## src/rtl/fetch_if.sv

```systemverilog
// Fetch-side bus bundle: imem address/data, redirect request and the
// valid/ready instruction stream towards decode.
interface fetch_if #(
   parameter int ADDR_W = 6
);
   logic [ADDR_W-1:0] imem_addr;
   logic [31:0]       imem_q;
   logic              redirect_valid;
   logic [63:0]       redirect_pc;
   logic              instr_valid;
   logic              instr_ready;
   logic [31:0]       instr;
   logic [63:0]       instr_pc;

   modport master (
      output imem_addr,
      input  imem_q,
      input  redirect_valid,
      input  redirect_pc,
      output instr_valid,
      input  instr_ready,
      output instr,
      output instr_pc
   );

   modport slave (
      input  imem_addr,
      output imem_q,
      output redirect_valid,
      output redirect_pc,
      input  instr_valid,
      output instr_ready,
      input  instr,
      input  instr_pc
   );
endinterface

```

## src/rtl/fetch_unit.sv

```systemverilog
// Instruction fetch front end: PC ownership, imem addressing and a small
// prefetch FIFO of {pc, instr} pairs handed to decode; redirects flush it.
module fetch_unit #(
   parameter int          ADDR_W     = 6,
   parameter int          FIFO_DEPTH = 4,
   parameter logic [63:0] RESET_PC   = 64'd0
) (
   input  logic     clk,
   input  logic     reset,
   fetch_if.master  bus
);
   localparam int              PTR_W    = $clog2(FIFO_DEPTH);
   localparam logic [PTR_W:0]  FULL_CNT = (PTR_W+1)'(FIFO_DEPTH);
   localparam logic [PTR_W:0]  CNT_ONE  = (PTR_W+1)'(1);
   localparam logic [PTR_W-1:0] PTR_ONE = PTR_W'(1);

   logic [63:0]      fetch_pc_r;
   logic [63:0]      pc_mem_r  [FIFO_DEPTH];
   logic [31:0]      ins_mem_r [FIFO_DEPTH];
   logic [PTR_W-1:0] wr_ptr_r;
   logic [PTR_W-1:0] rd_ptr_r;
   logic [PTR_W:0]   count_r;
   logic             valid_s;
   logic             pop_s;
   logic             push_s;

   assign bus.imem_addr = fetch_pc_r[ADDR_W+1:2];

   // Handshake decode; a full FIFO may still push when the head leaves this cycle.
   always_comb begin
      valid_s = (count_r != {(PTR_W+1){1'b0}});
      pop_s   = valid_s && bus.instr_ready;
      push_s  = !bus.redirect_valid && ((count_r < FULL_CNT) || pop_s);
   end

   // Head presentation, driven purely from registered FIFO state.
   always_comb begin
      bus.instr_valid = valid_s;
      if (valid_s) begin
         bus.instr    = ins_mem_r[rd_ptr_r];
         bus.instr_pc = pc_mem_r[rd_ptr_r];
      end else begin
         bus.instr    = 32'd0;
         bus.instr_pc = 64'd0;
      end
   end

   // PC, pointers and occupancy; redirect overrides both push and pop.
   always_ff @(posedge clk or posedge reset) begin
      if (reset) begin
         fetch_pc_r <= RESET_PC;
         wr_ptr_r   <= {PTR_W{1'b0}};
         rd_ptr_r   <= {PTR_W{1'b0}};
         count_r    <= {(PTR_W+1){1'b0}};
      end else if (bus.redirect_valid) begin
         fetch_pc_r <= {bus.redirect_pc[63:2], 2'b00};
         wr_ptr_r   <= {PTR_W{1'b0}};
         rd_ptr_r   <= {PTR_W{1'b0}};
         count_r    <= {(PTR_W+1){1'b0}};
      end else begin
         if (push_s) begin
            wr_ptr_r   <= wr_ptr_r + PTR_ONE;
            fetch_pc_r <= fetch_pc_r + 64'd4;
         end
         if (pop_s) begin
            rd_ptr_r <= rd_ptr_r + PTR_ONE;
         end
         case ({push_s, pop_s})
            2'b10:   count_r <= count_r + CNT_ONE;
            2'b01:   count_r <= count_r - CNT_ONE;
            default: count_r <= count_r;
         endcase
      end
   end

   // Entry storage; a written slot stays frozen until popped or flushed.
   always_ff @(posedge clk or posedge reset) begin
      if (reset) begin
         for (int i = 0; i < FIFO_DEPTH; i++) begin
            pc_mem_r[i]  <= 64'd0;
            ins_mem_r[i] <= 32'd0;
         end
      end else if (push_s) begin
         pc_mem_r[wr_ptr_r]  <= fetch_pc_r;
         ins_mem_r[wr_ptr_r] <= bus.imem_q;
      end
   end
endmodule

```

## src/flat_wrapper.sv

```systemverilog
// flat-port wrapper written by rule: the top's interface ports become plain ports
module fetch_unit_flat 
#(
   parameter int          ADDR_W     = 6,
   parameter int          FIFO_DEPTH = 4,
   parameter logic [63:0] RESET_PC   = 64'd0
)
  (clk, reset, bus_imem_addr, bus_imem_q, bus_redirect_valid, bus_redirect_pc, bus_instr_valid, bus_instr_ready, bus_instr, bus_instr_pc);
  fetch_if #(.ADDR_W(ADDR_W)) bus_i ();
  input  logic clk;
  input  logic reset;
  output wire logic [$bits(bus_i.imem_addr)-1:0] bus_imem_addr;
  input wire logic [$bits(bus_i.imem_q)-1:0] bus_imem_q;
  input wire logic [$bits(bus_i.redirect_valid)-1:0] bus_redirect_valid;
  input wire logic [$bits(bus_i.redirect_pc)-1:0] bus_redirect_pc;
  output wire logic [$bits(bus_i.instr_valid)-1:0] bus_instr_valid;
  input wire logic [$bits(bus_i.instr_ready)-1:0] bus_instr_ready;
  output wire logic [$bits(bus_i.instr)-1:0] bus_instr;
  output wire logic [$bits(bus_i.instr_pc)-1:0] bus_instr_pc;
  assign bus_imem_addr = bus_i.imem_addr;
  assign bus_i.imem_q = bus_imem_q;
  assign bus_i.redirect_valid = bus_redirect_valid;
  assign bus_i.redirect_pc = bus_redirect_pc;
  assign bus_instr_valid = bus_i.instr_valid;
  assign bus_i.instr_ready = bus_instr_ready;
  assign bus_instr = bus_i.instr;
  assign bus_instr_pc = bus_i.instr_pc;
  fetch_unit #(.ADDR_W(ADDR_W), .FIFO_DEPTH(FIFO_DEPTH), .RESET_PC(RESET_PC)) u_core (.clk(clk), .reset(reset), .bus(bus_i));
endmodule
```

## config.mk

```make
export PLATFORM = sky130hd
export DESIGN_NAME = fetch_unit_flat
export DESIGN_NICKNAME = d
export VERILOG_FILES = /design/src/rtl/fetch_if.sv /design/src/rtl/fetch_unit.sv /design/src/flat_wrapper.sv
export SDC_FILE = /design/constraint.sdc
export NUM_CORES = 1
export LEC_CHECK = 0
export BUFFER_PORTS_ARGS = -buffer_cell sky130_fd_sc_hd__buf_2
export CORE_UTILIZATION = 40
export DETAILED_ROUTE_END_ITERATION = 12
export GPL_TIMING_DRIVEN = 1
export HOLD_SLACK_MARGIN = 0.03
export MAX_ROUTING_LAYER = met4
export PLACE_DENSITY = 0.69
export SLEW_MARGIN = 10
export SYNTH_ARGS = -nofsm -noshare
export SYNTH_HDL_FRONTEND = slang
export SYNTH_SLANG_ARGS = --single-unit
```

## constraint.sdc

```tcl
create_clock -name clk -period 15.74 [get_ports clk]
set_input_delay 3.148 -clock clk [delete_from_list [all_inputs] [get_ports clk]]
set_output_delay 3.148 -clock clk [all_outputs]
set_load 0.02 [all_outputs]
```

**Yosys cells after proc, flatten, opt, wreduce, memory -nomap -nowiden**

Index checks and enable logic that the tools add are counted.
W data, S select, Z words.

- Bits in registers: 455
- Input port bits: 100
- Output and inout port bits: 103
- Logic and storage cells: 56

- $add $sub $neg: 5
- Magnitude comparators: 4
- Equality and inequality tests: 2
- Multiplexer cells: 22
- Bitwise gates (word level): 2
- Reduce and logical (&&, ||, !) cells: 9

Operators with widths:

| operator | count |
|---|---|
| $mux W64 | 6 |
| $bwmux W256 | 1 |
| $bmux W64 S2 | 1 |
| $bwmux W128 | 1 |
| $demux W64 S2 | 1 |
| $mux W32 | 4 |
| $add A64 B3 Y64 const B | 1 |
| $bmux W32 S2 | 1 |
| $demux W32 S2 | 1 |
| $mux W2 | 4 |
| $ge A3 B3 Y1 const B | 2 |
| $not A2 Y3 | 2 |
| $pmux W3 S2 | 1 |
| $reduce_bool A3 Y1 | 2 |
| $add A2 B1 Y2 const B | 2 |
| $reduce_bool A2 Y1 | 2 |
| $add A3 B1 Y3 const B | 1 |
| $logic_and A1 B1 Y1 | 3 |
| $lt A3 B1 Y1 const B | 1 |
| $lt A3 B3 Y1 const B | 1 |
| $mux W3 | 1 |
| $sub A3 B1 Y3 const B | 1 |
| $eq A2 B1 Y1 const B | 1 |
| $eq A2 B2 Y1 const B | 1 |
| 2 further kinds | 2 |

**Longest topological paths before layout**

- Depth in word-level cells: 7
- Gate-level depth with buffers: 8
- Depth with buffers taken out: 6

**Worst setup path before layout**

No wires, ideal clock.

- Path kind: input-to-reg
- Start: in bus_instr_ready
- End: reg u_core.fetch_pc_r[60]
- Library setup time: 82 ps
- Arrival: 5139 ps
- Data required time: 15658 ps
- Slack: 10519 ps
- Stages: 7
- Path buffers: 2
- Cells stage by stage: nor2b_2 or4b_4 buf_6 or4_1 buf_2 or4_1 a31oi_1

- Word-level cells in the longest chain between the ends: 4

RTL lines:

| item | line | RTL |
|---|---|---|
| from (decl) | flat_wrapper.sv:17 | `input wire logic [$bits(bus_i.instr_ready)-1:0] bus_instr_ready;` |
| $logic_and A1 B1 Y1 | fetch_unit.sv:32 | `pop_s = valid_s && bus.instr_ready;` |
| $logic_or A1 B1 Y1 | fetch_unit.sv:33 | `push_s = !bus.redirect_valid && ((count_r < FULL_CNT) \|\| pop_s);` |
| $logic_and A1 B1 Y1 | fetch_unit.sv:33 |  |
| $reduce_bool A2 Y1 (no line) | n/a |  |
| to (signal assigned) | fetch_unit.sv:56 | `fetch_pc_r <= {bus.redirect_pc[63:2], 2'b00};` |
| to (signal assigned) | fetch_unit.sv:63 | `fetch_pc_r <= fetch_pc_r + 64'd4;` |
| to (decl) | fetch_unit.sv:17 | `logic [63:0] fetch_pc_r;` |

No other way between the ends.
A chain may end at the register's enable or synchronous reset.

**Final worst setup path**

- Start: reg u_core.rd_ptr_r[1]
- End: out bus_instr_pc[58]

- Word-level cells in the longest chain between the ends: 5

RTL lines:

| item | line | RTL |
|---|---|---|
| from (decl) | fetch_unit.sv:21 | `logic [PTR_W-1:0] rd_ptr_r;` |
| from (signal assigned) | fetch_unit.sv:53 | `rd_ptr_r <= {PTR_W{1'b0}};` |
| from (signal assigned) | fetch_unit.sv:58 | `rd_ptr_r <= {PTR_W{1'b0}};` |
| from (signal assigned) | fetch_unit.sv:66 | `rd_ptr_r <= rd_ptr_r + PTR_ONE;` |
| $not A2 Y3 (not written as such) | fetch_unit.sv:41 | `bus.instr_pc = pc_mem_r[rd_ptr_r];` |
| $bmux W64 S2 | fetch_unit.sv:41 |  |
| $mux W64 (not written as such) (2 in series) | fetch_unit.sv:41 |  |
| $mux W64 | fetch_unit.sv:39 | `if (valid_s) begin` |
| to (decl) | flat_wrapper.sv:19 | `output wire logic [$bits(bus_i.instr_pc)-1:0] bus_instr_pc;` |

No other way between the ends. The select of a mux whose other input is x is not followed.

==> out/metrics.cfg <==
[detailed_routing]
drt_first_pass_iters=4
wl_microns=49700
vias_per_cell=5.52
post_drt_wl_per_cell_microns=20.7
drc=0
drtAntennaViolNets=0
via_count=13200
first_iter_violations=872

[placed_design]
placed_area_sq_um=22300
placed_cells=2310
gp_congestion=0.749
numPortBuffers=198
dp_hpwl_microns=30400

[layout]
layout-drive-gt1-share_pct=43.9
nets=1788
stdcell_count=2398
synthToLayoutAreaGrowth_pct=14.9
design_area_sq_um=23900

[sta]
period_share_pct=42.3
hold_viol=0
fin_crit_ns=6.65
tightestPinTransition_ns=1.15
setup_violations=0
finalClockSkew_ns=0.0319
tns_ns=0
slew_viol_final=0
fmax_mhz=150
rsz0062_at_grt=no
slew_headroom_pct=23.4

[synth]
ys.warnings.count=0
synthTopCellsByArea=dfrtp_1, mux2_2, mux4_2, and2_1, clkbuf_1
synth-edff-count=0
synth-async-reset-ratio_pct=100
syn_area_sq_um=20800
synth.top_cell.area_share_pct=53.4
synth_area_per_cell_sq_um=13.4
synth_ff_type=dfrtp_1
yosysSeqAreaShare_pct=53.4
syn_inst=1553
yosysTopAreaCell=dfrtp_1
ys_types=45
ys_ff_latch=445

[cts]
cts_tree=yes
clk_path_buf_depth=3
cts_sinks=445
cts_buffers=49
root_buffer=clkbuf_16
clk_latency_ns=0.59
cts_max_level=2
cts.repair.resized=0
clkTransAtPathRegs_ns=0.06
hold_buffers=0
post_cts_buffers=0

[run_status]
status=completed

[worst_setup_path]
setup.worst_path.end_class=output pin
critPathMaxStageDelay_ns=0.98
startpoint_type=flop
crit_path_cell_trace=buf_4, mux4_2, and2_1, buf_2
arrival_ns=3.50
r2r_slack_ns=12.25
critPathMaxFanout=58
crit_type=reg -> out
cp.required_ns=12.59
cp_slowest_cell=dfrtp_4

[die]
rows=83
chipWidth_microns=230
core_sq_um=51400
io_pins=203
die-area_sq_um=53000
die-height_microns=230
initial_core_util_pct=40.5

[global_route]
grt_max_degree=142
grt_usage_pct=19.7
grt_overflow=0
grt_pass1_wl_microns=79400
grt_pass1_vias=13900
antenna_found_initial=1

[power_and_ir_drop]
p_leak_nw=10.2
powerDensity_nw_per_um2=196
peakVddDrop_mv=0.0807

[flow_run]
maxCapViolations=0

[hold_path]
hold_class=reg -> reg

## metal layers
layer | wire [microns] | GRT usage (%) | vias up
li1 | - | - | 5908
met5 | 0 | - | -
met1 | 22200 | 25.8 | 6944
met4 | 1150 | 5.73 | 0
met2 | 24400 | 32.0 | 313
met3 | 1920 | 2.55 | 83
## Yosys cell counts, types with 8 or more instances
cell      number
mux2_2       354
or4_1         25
xnor2_1       17
buf_4          8
inv_1         10
o31ai_1       17
mux4_2        94
buf_1         18
or3_1         11
dfrtp_1      445
nor3_1         9
nand4_1       26
nand2_1       86
and2_1        99
nor2_1        42
xor2_1        13
a31oi_1       28
o21ai_0       55
nand3_1       24
clkbuf_1     103
and3_1         9
## report_power, final
part | leakage (nW) | switching, mW | internal [mW]
logic | 4.05 | 0.773 | 0.860
clock network | 0.807 | 0.463 | 0.689
registers | 5.31 | 0.281 | 1.64
total | 10.2 | 1.52 | 3.19
## critical path, delay by kind of cell, from the launching register on
kind | cells | cell delay [ns]
flops | 1 | 0.98
mux | 1 | 0.60
buf+inv | 2 | 1.09
simple gates | 1 | 0.20
## cells by family after synthesis
logic type,count (synthesis),share of synthesized area (%)
AOI/OAI and AO/OA,119,3.34
xor gates and xnor gates,30,1.26
adders and majority gates,6,0.396
buffers and inverters,148,2.89
DFF,445,53.4
muxes,450,29.4
other,1,0.0180
and+or+nand+nor,354,9.28
## registers in the layout, summed over array words and instances, names as in the netlist
signal,count
u_core.pc_mem_r,248
u_core.ins_mem_r,128
u_core.fetch_pc_r,62
u_core.wr_ptr_r,2
u_core.count_r,3
u_core.rd_ptr_r,2
## metrics by stage
stage	setup slack, ns	hold WS [ns]	utilization [%]	power, mW
after CTS	8.95	0.483	46.5	4.76
final	9.09	0.479	46.6	4.70
after floorplan	0.192	0.445	-	3.09
after global routing	8.87	0.500	46.6	4.98
after detailed placement	9.43	0.469	43.3	3.59
after global placement	9.46	0.456	43.3	3.51
## cell usage in the layout (no fill, tap or decap), types with 4 or more instances in the layout
cell type and count:
clkbuf_8 11, buf_4 15, nor3_1 9, nand2_1 82, bufinv_16 4, or3_1 10
nand2_4 4, a31oi_1 28, o21ai_0 55, nand3_1 24, and3_1 9, xor2_1 13
clkbuf_16 49, nor4_1 6, o31ai_1 17, or4_1 25, and4_1 7, mux2_2 354
clkbuf_1 8, inv_1 9, buf_2 198, xnor2_1 17, dfrtp_1 443, o21ai_1 7
mux4_2 94, nor2_1 42, o211ai_1 5, a21oi_1 4, and2_1 99, ha_1 5
nand4_1 26, clkinv_2 9
## path summary, 6_finish.rpt
check,end,cells after the start,start
min,u_core.pc_mem_r[95]$_DFFE_PP0P_,2,u_core.pc_mem_r[95]$_DFFE_PP0P_
min reg2reg,u_core.pc_mem_r[95]$_DFFE_PP0P_,2,u_core.pc_mem_r[95]$_DFFE_PP0P_
max,bus_instr_pc[58],4,u_core.rd_ptr_r[1]$_DFFE_PP0P_
min in group asynchronous,u_core.pc_mem_r[71]$_DFFE_PP0P_,2,reset
max in group asynchronous,u_core.pc_mem_r[115]$_DFFE_PP0P_,4,reset
max reg2reg,u_core.fetch_pc_r[53]$_DFFE_PP0N_,5,u_core.fetch_pc_r[23]$_DFFE_PP0N_
## layout make-up
| class | count | area, sq um |
|---|---|---|
| Inverter | 11 | 48.8 |
| Fill cell | 4571 | 27500 |
| Tap cell | 680 | 851 |
| Timing Repair Buffer | 214 | 1130 |
| Multi-Input combinational cell | 961 | 9140 |
| Sequential cell | 445 | 11100 |
| Clock inverter | 18 | 223 |
| Antenna cell | 1 | 2.50 |
| Clock buffer | 68 | 1410 |
Power figures use the tool's default switching activity.
